===== src/rtl/pipe_ctrl_pkg.sv =====
// Shared definitions for the pipeline hazard/sequencing controller:
// mult/div FSM encoding, default latencies and the hardwired zero register.
package pipe_ctrl_pkg;

    typedef enum logic {
        MD_IDLE = 1'b0,
        MD_BUSY = 1'b1
    } md_state_e;

    localparam int DEF_MULT_CYCLES = 5;
    localparam int DEF_DIV_CYCLES  = 10;

    localparam logic [4:0] ZERO_REG = 5'd0;

endpackage


===== src/rtl/pipe_ctrl_md_busy_ctr.sv =====
// Busy tracker for the multi-cycle mult/div unit: IDLE/BUSY FSM plus a
// down-counter that holds busy for exactly N cycles after the start cycle.
module md_busy_ctr
    import pipe_ctrl_pkg::*;
#(
    parameter int MULT_CYCLES = DEF_MULT_CYCLES,
    parameter int DIV_CYCLES  = DEF_DIV_CYCLES,
    parameter int CNT_W       = 4
) (
    input  logic clk,
    input  logic reset,
    input  logic start,
    input  logic is_div,
    input  logic cancel,
    output logic busy
);

    md_state_e        state_p0, state_nxt;
    logic [CNT_W-1:0] cnt_p0, cnt_nxt;

    always_ff @(posedge clk or negedge reset) begin
        if (!reset) begin
            state_p0 <= MD_IDLE;
            cnt_p0   <= '0;
        end else begin
            state_p0 <= state_nxt;
            cnt_p0   <= cnt_nxt;
        end
    end

    // A start seen while BUSY is ignored: the running count is kept.
    always_comb begin
        state_nxt = state_p0;
        cnt_nxt   = cnt_p0;
        unique case (state_p0)
            MD_IDLE: begin
                if (start && !cancel) begin
                    state_nxt = MD_BUSY;
                    cnt_nxt   = is_div ? CNT_W'(DIV_CYCLES) : CNT_W'(MULT_CYCLES);
                end
            end
            MD_BUSY: begin
                if (cnt_p0 == CNT_W'(1)) begin
                    state_nxt = MD_IDLE;
                    cnt_nxt   = '0;
                end else begin
                    cnt_nxt = cnt_p0 - CNT_W'(1);
                end
            end
            default: begin
                state_nxt = MD_IDLE;
                cnt_nxt   = '0;
            end
        endcase
    end

    always_comb begin
        busy = (state_p0 == MD_BUSY);
    end

endmodule


===== src/rtl/pipe_ctrl.sv =====
// Hazard and sequencing controller for the five-stage pipeline: load-use and
// HI/LO stalls, mult/div busy tracking, and exception flush/redirect.
module pipe_ctrl
    import pipe_ctrl_pkg::*;
#(
    parameter int MULT_CYCLES = DEF_MULT_CYCLES,
    parameter int DIV_CYCLES  = DEF_DIV_CYCLES,
    parameter int CNT_W       = 4
) (
    input  logic       clk,
    input  logic       reset,
    input  logic [4:0] id_rs,
    input  logic [4:0] id_rt,
    input  logic       id_use_rs,
    input  logic       id_use_rt,
    input  logic       id_is_md,
    input  logic       ex_is_load,
    input  logic [4:0] ex_wa,
    input  logic       ex_md_start,
    input  logic       ex_md_div,
    input  logic       exc_req,
    output logic       pc_en,
    output logic       if_id_en,
    output logic       if_id_flush,
    output logic       id_ex_flush,
    output logic       ex_mem_flush,
    output logic       exc_redirect,
    output logic       md_busy,
    output logic       stall
);

    logic lu;
    logic mdh;
    logic stall_raw;

    // An exception in the same cycle as a start flushes that instruction,
    // so the start must not reach the busy tracker.
    md_busy_ctr #(
        .MULT_CYCLES (MULT_CYCLES),
        .DIV_CYCLES  (DIV_CYCLES),
        .CNT_W       (CNT_W)
    ) u_md_busy_ctr (
        .clk    (clk),
        .reset  (reset),
        .start  (ex_md_start),
        .is_div (ex_md_div),
        .cancel (exc_req),
        .busy   (md_busy)
    );

    always_comb begin
        lu = ex_is_load && (ex_wa != ZERO_REG) &&
             ((id_use_rs && (id_rs == ex_wa)) || (id_use_rt && (id_rt == ex_wa)));
        mdh       = id_is_md && (md_busy || ex_md_start);
        stall_raw = lu || mdh;
    end

    // Exception outranks every stall: the faulting path is flushed and the
    // PC must advance to the handler.
    always_comb begin
        pc_en        = 1'b1;
        if_id_en     = 1'b1;
        if_id_flush  = 1'b0;
        id_ex_flush  = 1'b0;
        ex_mem_flush = 1'b0;
        exc_redirect = 1'b0;
        stall        = 1'b0;
        if (exc_req) begin
            if_id_flush  = 1'b1;
            id_ex_flush  = 1'b1;
            ex_mem_flush = 1'b1;
            exc_redirect = 1'b1;
        end else if (stall_raw) begin
            pc_en       = 1'b0;
            if_id_en    = 1'b0;
            id_ex_flush = 1'b1;
            stall       = 1'b1;
        end
    end

endmodule


===== config.mk =====
export PLATFORM = sky130hd
export DESIGN_NAME = pipe_ctrl
export DESIGN_NICKNAME = d
export VERILOG_FILES = /design/src/rtl/pipe_ctrl_pkg.sv /design/src/rtl/pipe_ctrl_md_busy_ctr.sv /design/src/rtl/pipe_ctrl.sv
export SDC_FILE = /design/constraint.sdc
export NUM_CORES = 1
export LEC_CHECK = 0
export ABC_AREA = 0
export CORE_AREA = 8 8 45 47
export CTS_BUF_LIST = sky130_fd_sc_hd__clkbuf_4
export CTS_CLUSTER_SIZE = 28
export DETAILED_ROUTE_END_ITERATION = 12
export DIE_AREA = 0 0 53 55
export PLACE_DENSITY = 0.83
export SLEW_MARGIN = 15
export SYNTH_ARGS = -nofsm -noshare
export SYNTH_HDL_FRONTEND = slang
export SYNTH_SLANG_ARGS = --single-unit

===== constraint.sdc =====
create_clock -name clk -period 2.1 [get_ports clk]
set_input_delay 0.315 -clock clk [delete_from_list [all_inputs] [get_ports clk]]
set_output_delay 0.315 -clock clk [all_outputs]
set_load 0.01 [all_outputs]

Word-level counts from Yosys, hierarchy flattened
Index checks and enable logic that the tools add are counted.
{"block": "totals", "mem_bits_rw": 0, "memories": 0, "reg_bits": 5, "output_inout_bits": 8, "input_bits": 24, "latchBits": 0, "rom_bits": 0}
{"block": "classes", "n_div": 0, "magnitude_cmp": 0, "multipliers": 0, "reduce_logical": 11, "n_bitwise": 1, "eq_ne": 4, "addsub": 1, "shift": 0, "muxes": 13}
{"op": "$mux 4", "count": 3}
{"op": "$eq 5x5->1", "count": 2}
{"op": "$mux 1", "count": 8}
{"op": "$pmux 4 s2", "count": 1}
{"op": "$logic_and 1x1->1", "count": 6}
{"op": "$reduce_bool 5->1", "count": 1}
{"op": "$eq 4x1->1 const B", "count": 1}
{"op": "$sub 4x1->4 const B", "count": 1}
{"op": "$logic_or 1x1->1", "count": 3}
{"op": "$ne 2x1->1 const B", "count": 1}
{"op": "$pmux 1 s2", "count": 1}
{"op": "$logic_not 1->1", "count": 1}
{"op": "$not 1->1", "count": 1}

Depth between registers and ports, before layout
Gate-level depths: netlist of the first run.
{"block": "logic_depth", "depth_word": 7, "ltp_mapped": 5}

Hierarchy
A second synthesis of the first run with hierarchy kept.
{"block": "hier_totals", "hier_cells": 58, "area_unflattened_um2": 528.0}
{"mod": "md_busy_ctr", "cells_per_inst": 29, "area_each_um2": 320.3, "n_inst": 1, "seq_area_each_um2": 125.1}
{"mod": "pipe_ctrl", "cells_per_inst": 29, "area_each_um2": 207.7, "n_inst": 1, "seq_area_each_um2": 0.0}

Worst setup path after synthesis of the first run
No wires, ideal clock.
{"block": "synth_timing", "path_type": "input-to-output", "startpoint": "input port ex_wa[0]", "endpoint": "output port pc_en", "setup_slack_ps": 602, "n_path_buf": 1, "stages": 5, "required_time_ps": 1785, "t_arrival_ps": 1183, "path_cell_list": "nor3_1 > nand2_1 > and3b_1 > a21oi_1 > buf_4"}
{"block": "synth_via", "elab_chain_len": 7, "elab_cells_between_ends": 11, "classes_between": "2 x eq/ne; 2 x mux; 7 x reduce/logical"}
{"element": "start, declared", "line": "pipe_ctrl.sv:18", "text": "input logic [4:0] ex_wa,"}
{"element": "$eq 5x5->1", "line": "pipe_ctrl.sv:53", "text": "((id_use_rs && (id_rs == ex_wa)) || (id_use_rt && (id_rt == ex_wa)));"}
{"element": "$logic_and 1x1->1", "line": "pipe_ctrl.sv:53"}
{"element": "$logic_or 1x1->1", "line": "pipe_ctrl.sv:53"}
{"element": "$logic_and 1x1->1 *", "line": "pipe_ctrl.sv:52", "text": "lu = ex_is_load && (ex_wa != ZERO_REG) &&"}
{"element": "$logic_or 1x1->1 *", "line": "pipe_ctrl.sv:55", "text": "stall_raw = lu || mdh;"}
{"element": "$mux 1 * (2 in a row)"}
{"element": "end, declared", "line": "pipe_ctrl.sv:22", "text": "output logic pc_en,"}
Every way passes the cells marked *; elsewhere a longest branch is shown, timed or not.

Final worst setup path of the first run
{"block": "layout_timing", "startpoint": "input port id_rs[2]", "endpoint": "output port id_ex_flush"}
{"block": "layout_via", "elab_chain_len": 7}
{"element": "start, declared", "line": "pipe_ctrl.sv:12", "text": "input logic [4:0] id_rs,"}
{"element": "$eq 5x5->1", "line": "pipe_ctrl.sv:53"}
{"element": "$logic_and 1x1->1", "line": "pipe_ctrl.sv:53"}
{"element": "$logic_or 1x1->1", "line": "pipe_ctrl.sv:53"}
{"element": "$logic_and 1x1->1", "line": "pipe_ctrl.sv:52"}
{"element": "$logic_or 1x1->1", "line": "pipe_ctrl.sv:55"}
{"element": "$mux 1", "line": "pipe_ctrl.sv:73", "text": "end else if (stall_raw) begin"}
{"element": "$mux 1", "line": "pipe_ctrl.sv:68", "text": "if (exc_req) begin"}
{"element": "end, declared", "line": "pipe_ctrl.sv:25", "text": "output logic id_ex_flush,"}
No other way between the ends.

==> reports/metrics.csv, run 1 <==
stage;metric;value;unit
cts;clock latency on the worst-skew pair;240;ps
logic_synthesis;synth warn;0;
logic_synthesis;Syn Area/Cell;7.99;sq um
logic_synthesis;Mapped Area;495;sq um
timing;Max Fclk;491;MHz
power_and_ir_drop;Clock power frac;19.7;%
worst_setup_path;worst setup path endpoint;id_ex_flush;
timing;Max Slew Vio Count;0;
cts;CTS tree;yes;
timing;Final Skew;1.52;ps
detailed_routing;Final ANT Viol Nets;0;
finish;Diodes inserted;0;
logic_synthesis;register area share after synthesis;25.3;%
placement;final RePlAce weighted congestion;0.836;
global_routing;first-pass GRT wire length;2280;um
logic_synthesis;EDFF count, synth;0;
run_status;outcome;finished clean;
timing;final hold slack;294;ps
cts;Setup Fix Bufs, Post-CTS;0;
detailed_routing;Detailed Routing Iterations Pass 1;4;
detailed_routing;drt via density;4.92;
logic_synthesis;Post-synth top flop;dfrtp_1;
die;Initial Util;35.8;%
global_routing;largest net degree at the start of global routing;12;
logic_synthesis;number of synthesized register bits;5;
timing;worst slew pin tran;410;ps
cts;htree depth;1;
worst_setup_path;reg2reg end;u_md_busy_ctr.cnt_p0[2];
power_and_ir_drop;peak supply drop;482;uV
finish;multi-input combinational cell area;329;sq um
detailed_routing;vias;546;
global_routing;total grt overflow;0;
detailed_routing;per-cell routed wire length;13.5;um
die;I/O pins;32;
global_routing;antenna violations before repair;0;
power_and_ir_drop;Pleak;0.383;nW
finish;Filler cells;137;
timing;final worst path period share;97.0;%
worst_setup_path;Worst setup EP type;output port;
worst_hold_path;worst min path class;input port to asynchronous set/reset pin;
die;Rows;14;
cts;Clock Path Buffers;2;
worst_setup_path;FF-to-FF Start;u_md_busy_ctr.cnt_p0[1];
worst_setup_path;CP startpoint;id_rs[2];
detailed_routing;routed wire length;1490;um
detailed_routing;drt first-iter violations;5;
timing;Setup TNS;0;ps
worst_setup_path;worst-path fanout max;3;
worst_setup_path;arrival time of the worst setup path;1720;ps
placement;number of port buffers;31;
finish;layout cells sized above 1;11.6;%
finish;Final Cell Area;845;sq um
finish;Final nets;122;
finish;Layout area overhead;70.5;%
cts;clock tree sinks;5;
cts;CTS root buf;clkbuf_4;
worst_setup_path;worst reg2reg path depth;5;
global_routing;GRT Overall Usage;10.4;%
cts;total CTS buffers;3;
worst_setup_path;critical path class;input port to output port;
worst_setup_path;WP data required;1780;ps
die;Die Wd;53;um
logic_synthesis;ys async rst share;100;%
timing;Tmin final;2040;ps
logic_synthesis;Netlist cell types;25;
logic_synthesis;post-synthesis cell count;62;
global_routing;vias in the first global route;546;
job;number of max-cap violations;0;
power_and_ir_drop;Combinational Power Share;52.8;%
worst_setup_path;R2R setup slack;1010;ps
cts;clock-pin slew on the worst setup and hold paths;40;ps
power_and_ir_drop;part of the power in registers;27.6;%
power_and_ir_drop;cell area power density;759;nW/um^2
timing;Worst slew margin;72.6;%
logic_synthesis;post-synthesis net count;88;
placement;DP HPWL;1270;um
timing;Final setup viols;0;
die;core area;1380;sq um
detailed_routing;# DRC;0;
timing;Fin. Hold Viols;0;
die;Die Ht;55;um
die;die area;2920;sq um
power_and_ir_drop;sw frac;36.8;%
power_and_ir_drop;P_int;0.405;mW
worst_setup_path;Startpoint Class;input port;
placement;Placed Area;813;sq um
finish;FF+latch area;125;sq um
power_and_ir_drop;NetSw;0.236;mW
kinds of logic (layout without fill, tap and decap cells):
family,Yosys count,in the layout,share of synthesized area [%]
AOI/OAI and AO/OA,13,13,17.9
buffers and inverters,8,41,9.34
adders and majority gates,2,2,5.05
muxes,1,1,2.02
xor gates and xnor gates,10,10,17.7
DFF,5,5,25.3
and+or+nand+nor,23,23,22.7
Yosys cell counts (2+ instances only):
cell type  count  area (sq um)
xnor2_1       10          87.6
nand2_1        6          22.5
inv_1          3          11.3
nor3_1         2          10.0
ha_1           2          25.0
o21ai_1        2          10.0
nor2b_1        4          25.0
o21ai_0        2          10.0
a21oi_1        2          10.0
buf_4          4          30.0
nand4_1        2          12.5
dfrtp_1        5           125
nor2_1         6          22.5
worst max-delay path, cell delays in order:
cell and delay [ps]:
clkdlybuf4s50_1 480, xnor2_1 140, nand4_1 130, o22ai_2 230, a31o_1 160, dlygate4sd2_1 260
registers in the layout, summed over array words and instances, names as in the netlist:
| name | cells |
|---|---|
| u_md_busy_ctr.cnt_p0 | 4 |
| u_md_busy_ctr.busy | 1 |
placed cells by master (no fill, tap or decap), types with 2 or more instances in the layout:
cell type,count
clkbuf_2,2
ha_1,2
clkdlybuf4s50_1,22
nor2b_1,4
o21ai_1,2
a21oi_1,2
o21ai_0,2
buf_4,3
clkbuf_4,4
dlymetal6s2s_1,4
inv_1,3
nor2_1,6
nand4_1,2
dfrtp_1,5
xnor2_1,10
dlygate4sd2_1,3
nand2_1,6
how the worst min path moves through the flow:
stage,start,end,slack (ps),cells past startpoint
detailed placement,u_md_busy_ctr.cnt_p0[3],u_md_busy_ctr.cnt_p0[3],530,2
global route,reset,u_md_busy_ctr.cnt_p0[1],320,1
global placement,u_md_busy_ctr.cnt_p0[3],u_md_busy_ctr.cnt_p0[3],520,2
finish,reset,u_md_busy_ctr.cnt_p0[1],290,1
CTS,reset,u_md_busy_ctr.cnt_p0[1],300,1
floorplan,reset,u_md_busy_ctr.busy,20,0
final cells by class:
cell class	count	share of cell area, %
inverter	3	1.33
clock buffer	4	3.56
multi-input combinational	49	39.0
timing repair buffer	34	39.0
sequential	5	14.8
tap	16	2.37
through the flow:
stage / instances / worst slack [ps] / utilization (%) / power [mW]
after CTS: 111 / 23.1 / 60.8 / 0.652
after global routing: 111 / -3.16 / 61.0 / 0.698
after global placement: 107 / -257 / 58.8 / 0.509
after floorplan: 62 / 602 / - / 0.390
after detailed placement: 107 / -298 / 58.8 / 0.526
final: 111 / 62.8 / 61.0 / 0.641
metal layers:
layer / vias to the layer above / part of all wire, % / global-route usage (%)
met1: 247 / 46 / 11.5
met4: 0 / 0 / 5.17
met3: 0 / 8.9 / 3.48
met2: 24 / 45 / 17.6
li1: 275 / - / -
met5: - / 0 / 0
power groups by stage:
stage          sequential, mW  combinational (mW)  clock, mW
2_1_floorplan           0.175               0.214          0
3_3_place_gp            0.176               0.333          0
3_5_place_dp            0.179               0.347          0
4_1_cts                 0.176               0.344      0.132
5_1_grt                 0.182               0.381      0.135
6_report                0.177               0.338      0.126
what timing repair did:
action,4_1_cts,5_1_grt
pin swaps,1,2
endpoints found under the setup margin,4,4
hold buffers,0,0
hold endpoints to repair,0,0
resized for setup,6,8
(Power assumes the default switching activity.)
==> run 2, diff against run 1 <==
--- a/config.mk
+++ b/config.mk
@@ -6,12 +6,13 @@
 export NUM_CORES = 1
 export LEC_CHECK = 0
 export ABC_AREA = 0
-export CORE_AREA = 8 8 45 47
+export CORE_AREA = 5 5 42 44
 export CTS_BUF_LIST = sky130_fd_sc_hd__clkbuf_4
 export CTS_CLUSTER_SIZE = 28
 export DETAILED_ROUTE_END_ITERATION = 12
-export DIE_AREA = 0 0 53 55
+export DIE_AREA = 0 0 47 49
 export PLACE_DENSITY = 0.83
+export SKIP_CTS_REPAIR_TIMING = 1
 export SLEW_MARGIN = 15
 export SYNTH_ARGS = -nofsm -noshare
 export SYNTH_HDL_FRONTEND = slang
==> reports/metrics.csv, run 2 (synthesis results as in run 1) <==
stage;metric;value;unit;change
die;Die Ht;49;um;-11%
worst_setup_path;WP data required;1780;ps;about the same
worst_setup_path;Startpoint Class;input port;;
cts;clock latency on the worst-skew pair;250;ps;about the same
timing;unrepaired setup endpoints after global routing;true;;
finish;Largest register FFs;4;;unchanged
timing;Tmin final;2310;ps;+276 ps
worst_hold_path;worst min path class;input port to asynchronous set/reset pin;;
timing;Final setup viols;1;;+1
power_and_ir_drop;Pleak;0.393;nW;+2.5%
timing;Fin. Hold Viols;0;;unchanged
global_routing;GRT Overall Usage;12.6;%;+2.2 points
detailed_routing;vias;555;;+1.6%
finish;Reg with most FFs;u_md_busy_ctr.cnt_p0;;
worst_setup_path;Worst setup EP type;output port;;
global_routing;vias in the first global route;542;;-0.73%
run_status;failing checks;negative setup slack;;
finish;Filler cells;131;;-4.4%
cts;clock tree sinks;5;;unchanged
cts;CTS root buf;clkbuf_4;;
timing;Setup TNS;-214;ps;-214 ps
finish;commonest cells after routing, fill and taps aside;clkdlybuf4s50_1 (25), xnor2_1 (10), nor2_1 (6), nand2_1 (6), dlymetal6s2s_1 (6);;
die;Rows;14;;unchanged
finish;commonest non-fill, non-tap cell in the layout;clkdlybuf4s50_1;;
placement;number of port buffers;31;;unchanged
cts;clock-pin slew on the worst setup and hold paths;50;ps;about the same
detailed_routing;per-cell routed wire length;12.7;um;-5.6%
die;I/O pins;32;;unchanged
detailed_routing;drt first-iter violations;3;;-2
die;Die Wd;47;um;-11%
worst_setup_path;arrival time of the worst setup path;2000;ps;+280 ps
placement;DP Worst Slack;-280;ps;+18.0 ps
global_routing;total grt overflow;0;;unchanged
power_and_ir_drop;peak supply drop;484;uV;+0.53%
run_status;outcome;finished, violations left;;
timing;Max Fclk;432;MHz;-12%
detailed_routing;routed wire length;1410;um;-5.6%
die;Initial Util;35.4;%;-0.45 points
die;core area;1400;sq um;+1.3%
detailed_routing;# DRC;0;;unchanged
finish;Final Cell Area;858;sq um;+1.6%
job;number of max-cap violations;0;;unchanged
timing;Worst slew margin;70.7;%;-1.9 points
cts;Clock Path Buffers;2;;unchanged
detailed_routing;drt via density;5.00;;+1.6%
placement;final RePlAce weighted congestion;0.840;;+0.43%
timing;Final Skew;5.50;ps;+3.98 ps
timing;worst slew pin tran;438;ps;+28.5 ps
worst_setup_path;worst-path fanout max;3;;unchanged
finish;Final nets;122;;unchanged
detailed_routing;Detailed Routing Iterations Pass 1;2;;-2
placement;DP HPWL;1210;um;-5.2%
cts;total CTS buffers;3;;unchanged
global_routing;antenna violations before repair;0;;unchanged
global_routing;largest net degree at the start of global routing;12;;unchanged
die;die area;2300;sq um;-21%
power_and_ir_drop;cell area power density;750;nW/um^2;-1.3%
finish;Layout area overhead;73.2;%;
global_routing;first-pass GRT wire length;2170;um;-5.1%
detailed_routing;Final ANT Viol Nets;0;;unchanged
timing;final worst path period share;110;%;+13 points
cts;CTS tree;yes;;
finish;Diodes inserted;0;;unchanged
timing;Max Slew Vio Count;0;;unchanged
timing;Worst Setup Slack, final;-214;ps;-276 ps
cts;htree depth;1;;unchanged
worst_setup_path;critical path class;input port to output port;;
finish;layout cells sized above 1;8.42;%;-3.2 points
placement;Placed Area;813;sq um;unchanged
## run 2: metrics by stage
step	cells	util, %	total power [mW]	hold WS [ps]
2_1_floorplan	62	-	0.390	19.4
3_3_place_gp	107	58.0	0.507	518
3_5_place_dp	107	58.0	0.526	543
4_1_cts	111	60.2	0.657	294
5_1_grt	111	61.3	0.710	295
6_report	111	61.3	0.643	291
## run 2: metal layers
layer | global-route usage, % | vias up | wire length [um]
met3 | 4.06 | 3 | 214
li1 | - | 275 | -
met1 | 13.6 | 247 | 553
met5 | 0 | - | 0
met4 | 6.91 | 0 | 31
met2 | 20.6 | 30 | 611
## run 2: report_power, final
part	switching [mW]	total, mW	internal [mW]
Combinational	0.157	0.339	0.183
Sequential	0.0334	0.177	0.143
Clock	0.0424	0.127	0.0849
Total	0.233	0.643	0.411
## run 2: final cells by class
class / count / area [sq um] / area share, %
timing repair buffer: 34 / 348 / 40.5
multi-input combinational: 49 / 324 / 37.8
sequential: 5 / 125 / 14.6
clock buffer: 4 / 30.0 / 3.50
tap: 16 / 20.0 / 2.33
inverter: 3 / 11.3 / 1.31
## run 2: worst max-delay path, stage by stage
cell	delay (ps)
clkdlybuf4s50_1	480
nor3_1	200
nand2_1	90
and3b_1	190
a21oi_1	170
clkdlybuf4s50_1	560
## run 2: final timing paths
check / cells past startpoint / end / start / slack (ps)
max in group asynchronous: 1 / u_md_busy_ctr.cnt_p0[3] / reset / 1610
setup / recovery: 6 / pc_en / ex_wa[0] / -210
setup reg to reg: 5 / u_md_busy_ctr.cnt_p0[2] / u_md_busy_ctr.cnt_p0[1] / 1000
hold reg to reg: 1 / u_md_busy_ctr.cnt_p0[0] / u_md_busy_ctr.cnt_p0[0] / 540
min in group clk: 1 / u_md_busy_ctr.cnt_p0[0] / u_md_busy_ctr.cnt_p0[0] / 540
hold / removal: 1 / u_md_busy_ctr.cnt_p0[1] / reset / 290
